<file path="src/rtl/if_fetch_unit.sv">
// -----------------------------------------------------------------------------
// if_fetch_unit
//
// Instruction-fetch (IF) stage. It owns the PC and drives a synchronous
// instruction memory that has a one-cycle read latency. It follows the hold,
// nop and jump controls from the hazard-control unit and presents
// pc/instruction/valid to the ID stage.
//
// Handshake semantics:
//   - The memory side uses an enable/data pair. When imem_en=1 in cycle N,
//     imem_rdata carries mem[imem_addr] in cycle N+1. When imem_en=0, the
//     memory keeps its previous rdata.
//   - The ID side has no back-pressure. IF_inst_vld=1 marks IF_pc/IF_inst as a
//     real, non-squashed instruction in that cycle. When IF_inst_vld=0,
//     IF_inst carries NOP_INST.
//   - Stalls are applied through hold_IF. While the stage is held, the word
//     on the ID side is presented again unchanged.
//
// Ports:
//   clk          : clock; all state updates happen on the rising edge
//   rst_n        : synchronous active-low reset
//   hold_IF      : freeze the PC and the memory read (load-use stall)
//   nop_IF       : force a bubble on the ID-facing output this cycle
//   jmp_vld_IF   : redirect request
//   jmp_addr_IF  : redirect target (bits [1:0] are dropped)
//   imem_en      : memory read enable
//   imem_addr    : memory read address (the PC register)
//   imem_rdata   : memory read data; valid the cycle after imem_en=1
//   IF_pc        : PC of the word on IF_inst
//   IF_inst      : instruction to ID (NOP_INST when not valid)
//   IF_inst_vld  : IF_inst is a valid, non-squashed instruction
//   jmp_misalign : one-cycle pulse after an accepted jump whose target had
//                  bits [1:0] != 0
//   fetch_cnt    : count of cycles with IF_inst_vld=1 (wraps)
//   flush_cnt    : count of accepted redirects (wraps)
//   fsm_state    : debug view of the fetch FSM (0=IDLE, 1=FETCH, 2=FLUSH)
// -----------------------------------------------------------------------------
module if_fetch_unit #(
  parameter logic [31:0] RESET_PC = 32'h0000_0000,
  parameter logic [31:0] NOP_INST = 32'h0000_0013
) (
  input  logic        clk,
  input  logic        rst_n,
  input  logic        hold_IF,
  input  logic        nop_IF,
  input  logic        jmp_vld_IF,
  input  logic [31:0] jmp_addr_IF,
  output logic        imem_en,
  output logic [31:0] imem_addr,
  input  logic [31:0] imem_rdata,
  output logic [31:0] IF_pc,
  output logic [31:0] IF_inst,
  output logic        IF_inst_vld,
  output logic        jmp_misalign,
  output logic [31:0] fetch_cnt,
  output logic [31:0] flush_cnt,
  output logic [1:0]  fsm_state
);

  typedef enum logic [1:0] {
    IDLE  = 2'd0,
    FETCH = 2'd1,
    FLUSH = 2'd2
  } state_t;

  state_t      state_q;
  logic [31:0] pc_q;
  logic [31:0] if_pc_q;
  logic        inst_ok_q;     // word now on imem_rdata was not fetched on a redirect cycle
  logic        misalign_q;
  logic [31:0] fetch_cnt_q;
  logic [31:0] flush_cnt_q;

  // A jump always fetches, even during a hold: the redirect takes priority
  // over the stall.
  assign imem_en   = (state_q != IDLE) & (~hold_IF | jmp_vld_IF);
  assign imem_addr = pc_q;

  // In FLUSH the data on imem_rdata belongs to the wrong path. The state
  // check squashes it. inst_ok_q squashes the word fetched in the same
  // cycle that a jump was accepted.
  assign IF_inst_vld = (state_q == FETCH) & inst_ok_q & ~nop_IF;
  assign IF_inst     = IF_inst_vld ? imem_rdata : NOP_INST;
  assign IF_pc       = if_pc_q;

  assign jmp_misalign = misalign_q;
  assign fetch_cnt    = fetch_cnt_q;
  assign flush_cnt    = flush_cnt_q;
  assign fsm_state    = state_q;

  always_ff @(posedge clk) begin
    if (!rst_n) begin
      state_q     <= IDLE;
      pc_q        <= RESET_PC;
      if_pc_q     <= RESET_PC;
      inst_ok_q   <= 1'b0;
      misalign_q  <= 1'b0;
      fetch_cnt_q <= 32'd0;
      flush_cnt_q <= 32'd0;
    end else begin
      // Next-state logic for the fetch FSM.
      case (state_q)
        IDLE:    state_q <= FETCH;
        FETCH:   if (jmp_vld_IF) state_q <= FLUSH;
        FLUSH:   if (!jmp_vld_IF && !hold_IF) state_q <= FETCH;
        default: state_q <= IDLE;
      endcase

      // Next-PC selection: jump, then hold, then sequential.
      // The +4 increment wraps naturally at 2^32.
      if (jmp_vld_IF) begin
        pc_q        <= {jmp_addr_IF[31:2], 2'b00};
        flush_cnt_q <= flush_cnt_q + 32'd1;
      end else if (!hold_IF && (state_q != IDLE)) begin
        pc_q <= pc_q + 32'd4;
      end

      // This register is rewritten every cycle, so the flag is high for
      // exactly one cycle after each misaligned jump.
      misalign_q <= jmp_vld_IF & (|jmp_addr_IF[1:0]);

      // These registers track the word in flight. They update only when a
      // read is issued, so they stay aligned with the frozen memory output
      // during a hold.
      if (imem_en) begin
        if_pc_q   <= pc_q;
        inst_ok_q <= ~jmp_vld_IF;
      end

      if (IF_inst_vld) begin
        fetch_cnt_q <= fetch_cnt_q + 32'd1;
      end
    end
  end

endmodule
</file>
<file path="config.mk">
export PLATFORM = sky130hd
export DESIGN_NAME = if_fetch_unit
export DESIGN_NICKNAME = d
export VERILOG_FILES = /design/src/rtl/if_fetch_unit.sv
export SDC_FILE = /design/constraint.sdc
export NUM_CORES = 1
export LEC_CHECK = 0
export CELL_PAD_IN_SITES_DETAIL_PLACEMENT = 0
export CELL_PAD_IN_SITES_GLOBAL_PLACEMENT = 1
export CORE_ASPECT_RATIO = 0.9
export CORE_MARGIN = 2
export CORE_UTILIZATION = 28
export DETAILED_ROUTE_END_ITERATION = 8
export GPL_TIMING_DRIVEN = 1
export PLACE_DENSITY_LB_ADDON = 0.15
export SYNTH_ARGS = -nofsm -noshare
export SYNTH_HDL_FRONTEND = slang
export SYNTH_SLANG_ARGS = --single-unit
</file>
<file path="constraint.sdc">
create_clock -name clk -period 1.9 [get_ports clk]
set_clock_uncertainty 0.15 [all_clocks]
set_input_delay 0.38 -clock clk [delete_from_list [all_inputs] [get_ports clk]]
set_output_delay 0.38 -clock clk [all_outputs]
set_load 0.01 [all_outputs]
</file>
# --- After elaboration in Yosys (flattened, before gate mapping) ---
# Index checks and enable logic that the tools add are counted.
# W data, S select, Z words.
totals:
  ff_bits: 132
  output_inout_bits: 165
classes:
  addsub: 3
  n_eq_ne: 4
  mux: 6
  n_bitwise: 9
  n_reduce_logical: 10
op_table:
  columns: ["operator", "n"]
  rows:
  - ["$mux W32", 3]
  - ["$add A32 B1 Y32 const B", 2]
  - ["$add A32 B3 Y32 const B", 1]
  - ["$pmux W2 S3", 1]
  - ["$and A1 B1 Y1", 4]
  - ["$mux W2", 2]
  - ["$ne A2 B2 Y1 const B", 2]
  - ["$not A1 Y1", 4]
  - ["$reduce_bool A2 Y1", 2]
  - ["$reduce_or A2 Y1", 2]
  - ["$eq A2 B1 Y1 const B", 1]
  - ["$eq A2 B2 Y1 const B", 1]
  - ["$logic_and A1 B1 Y1", 2]
  - ["$logic_not A1 Y1", 2]
  - ["$logic_not A2 Y1", 1]
  - ["$reduce_and A2 Y1", 1]
  - ["$or A1 B1 Y1", 1]

# --- Depth between registers and ports, before layout ---
logic_depth:
  word_depth: 4
  ltp_mapped: 7
  ltp_nobuf: 6

# --- Least setup slack after synthesis ---
# No wires, ideal clock.
synth_path:
  path_type: "register -> register"
  from: "register pc_q[6] (netlist: imem_addr[6])"
  to: "register pc_q[31] (netlist: imem_addr[31])"
  setup_ns: 0.074
  t_arrival_ns: 1.936
  required_ns: 1.676
  slack_ns: -0.261
  path_stages_with_launch: 6
  period_less_slack_ns: 2.161
  cell_sequence: "dfxtp_1 -> nand4_2 -> or2_4 -> or4_4 -> or3_1 -> a31oi_1"
synth_via:
  elab_chain_len: 3
synth_lines:
  columns: ["element", "line_no", "source"]
  rows:
  - ["start, declared", "67", "logic [31:0] pc_q;"]
  - ["start signal, assigned", "112", "pc_q <= {jmp_addr_IF[31:2], 2'b00};"]
  - ["start signal, assigned", "115", "pc_q <= pc_q + 32'd4;"]
  - ["$add A32 B3 Y32", "115", null]
  - ["$mux W32", "114", "end else if (!hold_IF && (state_q != IDLE)) begin"]
  - ["$mux W32", "111", "if (jmp_vld_IF) begin"]
# No other way between the ends. The select of a mux whose other input is x is not followed.
# A chain may end at the register's enable or synchronous reset.

# --- Worst setup path in the final report ---
layout_path:
  from: "register state_q[1] (netlist: fsm_state[1])"
  to: "register fetch_cnt_q[30] (netlist: fetch_cnt[30])"
layout_via:
  elab_chain_len: 3
layout_lines:
  columns: ["element", "line_no", "source"]
  rows:
  - ["start, declared", "66", "state_t state_q;"]
  - ["start signal, assigned", "93", "state_q <= IDLE;"]
  - ["start signal, assigned", "103", "IDLE: state_q <= FETCH;"]
  - ["start signal, assigned", "104", "FETCH: if (jmp_vld_IF) state_q <= FLUSH;"]
  - ["$eq A2 B1 Y1", "82", "assign IF_inst_vld = (state_q == FETCH) & inst_ok_q & ~nop_IF;"]
  - ["$and A1 B1 Y1 (2 in a row)", "82", null]
  - ["end signal, assigned", "131", "fetch_cnt_q <= fetch_cnt_q + 32'd1;"]
  - ["end, declared", "71", "logic [31:0] fetch_cnt_q;"]
# No other way between the ends.

==> results.ini <==
[logic_synthesis]
synth-edff-count=0
ys_ff_latch=128
synth-main-ff-cell=dfxtp_1
netlist_instances=707
synthArstFlopShare=0
yosysWarnings=0
yosysUniqueCellTypes=44
syn_area_um2=5842
yosysSeqAreaShare=0.4386
avgSynthCellArea_um2=8.263

[sta]
period_share=1.169
tns_ps=-10260
max-slew-margin-rel=0.5949
min_period_ps=2221
finalWorstSetupSlack_ps=-320.8
fmax_mhz=450.3
setup_viol=62
finalMaxSlewViolations=0
rsz0062_at_grt=yes
tightest_slew_ps=606.1
hold_violations=0

[clock_network]
clock-sinks=128
htree_levels=4
path_clk_slew_ps=60
cts_tree=done
cts_hold_buf=0
cts_made_buffers=17
clk_latency_ps=410
cts_root_buf=clkbuf_16
cts_buffer_depth=2

[worst_setup_path]
start_kind=register
path_class=reg -> reg
cp_cell_sequence=and4bb_4 > buf_12 > buf_16 > buf_6 > nand3_4 > or3_4 > buf_4 > o31ai_1 > a21oi_2
cp_slowest_cell=or3_4
critPathCaptureType=register
cp_data_arrival_time_ps=2370
cp_max_fo=4
crit_family=simple AND/OR/NAND/NOR gates
r2r_slack_ps=-320
path_buf_inv=4
max_stage_delay_ps=380
critical_path_required_ps=2050

[die]
die_h_um=141.0
fp.dieArea_um2=22040
start_util=0.2830
core_area_um2=20640
placement_rows=50
die_w_um=156.3
io_pins=234

[global_routing]
grt_pass1_vias=5955
antenna_found_initial=3
overflow=0
grt_start_max_net_pins=53
grt_first_pass_wirelength_mm=31.72
grt_usage=0.1822

[route]
drc=0
wl_mm=20.48
ant_nets=0
wl_per_cell_um=15.37
viasPerCell=4.604
drtIter0Drc=220
vias=6137
first_pass_iters=5

[outcome]
violations=negative setup slack
status=finished with violations

[final_layout]
final_common_cell=buf_4
nNetsFinal=1130
layout_common_cells=buf_4 (115), dfxtp_1 (99), clkdlybuf4s50_1 (96)
finalInstanceArea_um2=10550
drive_gt1_frac=0.2838
areaGrowthSynthToFinish_pct=80.57
fillers=2051

[placed_design]
placed_area_um2=9258
place_congestion=0.8069
dp_hpwl_mm=14.09
port_buffers=229

[pwr]
peakVddDrop_mv=0.5807
power.leakage_nw=4.972
power_per_cell_area_nw_per_um2=669.9
power.total_mw=7.066

[job]
drv_cap=0

[min_path]
min_path_type=reg -> reg

==> flip-flops by register name, summed over array words and instances, names as in the netlist <==
signal / count
IF_pc: 30
fsm_state: 2
fetch_cnt: 32
jmp_misalign: 1
flush_cnt: 32
imem_addr: 30
inst_ok_q: 1
==> through the flow <==
stage	instances	hold WS, ps	setup slack, ps	utilization
2_1_floorplan	710	330.5	-135.7	-
3_3_place_gp	1273	291.6	-645.7	0.4484
3_5_place_dp	1273	295.4	-675.4	0.4484
4_1_cts	1324	304.2	-327.0	0.4903
5_1_grt	1333	322.5	-373.5	0.5110
6_report	1333	299.1	-320.8	0.5110
==> worst paths after layout <==
| kind | startpoint | endpoint | depth (start not counted) |
|---|---|---|---|
| setup / recovery | fsm_state[1] | fetch_cnt[30] | 9 |
| hold / removal | IF_pc[7] | IF_pc[7] | 2 |
| setup reg to reg | fsm_state[1] | fetch_cnt[30] | 9 |
| hold reg to reg | IF_pc[7] | IF_pc[7] | 2 |
==> cell type report <==
cell class / instances / area, µm² / area share
flip-flops and latches: 128 / 2614 / 0.2478
clock inverters: 10 / 120.1 / 0.01139
repair buffers: 370 / 3398 / 0.3221
clock buffers: 22 / 496.7 / 0.04709
multi-input cells: 529 / 3542 / 0.3358
inverters: 12 / 47.55 / 0.004507
diodes: 2 / 5.005 / 0.0004744
well taps: 260 / 325.3 / 0.03084
==> worst reg2reg max path, cell delays in order (launching register included) <==
cell      delay (ps)
dfxtp_2          320
and4bb_4         350
buf_12           140
buf_16           110
buf_6             90
nand3_4           80
or3_4            380
buf_4            130
o31ai_1          270
a21oi_2           90
==> routing by layer <==
layer | part of all wire | track usage | wire length (µm)
met5 | 0.00063 | 0 | 13
met4 | 0.013 | 0.05505 | 263
met3 | 0.046 | 0.05226 | 938
met2 | 0.47 | 0.2850 | 9552
met1 | 0.47 | 0.2436 | 9715
==> synthesized netlist by cell type, drive strengths merged (13+ instances only) <==
cell	instances	share of area
or3	14	0.015
nor4	16	0.019
nand3	36	0.032
nand4	20	0.026
clkbuf	33	0.021
xnor2	41	0.061
a21oi	59	0.051
nor2	69	0.044
and2	35	0.037
dfxtp	128	0.44
o21ai	35	0.030
and4	13	0.019
nand2	95	0.061
xor2	37	0.055
==> report_power, final <==
group	total [mW]	internal (mW)	switching, mW	leakage [nW]
clock	3.40	2.14	1.26	0.294
sequential	2.82	2.77	0.0529	1.06
combinational	0.843	0.444	0.399	3.62
==> logic make-up (layout without fill, tap and decap cells) <==
group                      after synthesis  count (layout)  share of synthesized area
and+or+nand+nor                        331             331                     0.2917
DFF                                    128             128                     0.4386
other                                    1               6                  0.0006419
AOI/OAI and AO/OA                      108             108                    0.09938
muxes                                    5               5                   0.008567
buffers and inverters                   53             414                    0.03770
xor gates and xnor gates                78              78                     0.1169
adders and majority gates                3               3                   0.006426
==> what timing repair did <==
| item | CTS | global route |
|---|---|---|
| cloned | 3 | 0 |
| resized for setup | 285 | 81 |
| pin swaps | 38 | 26 |
| endpoints found under the setup margin | 145 | 99 |
| buffers inserted | 16 | 8 |
No activity file was read; power rests on OpenSTA's default activity.
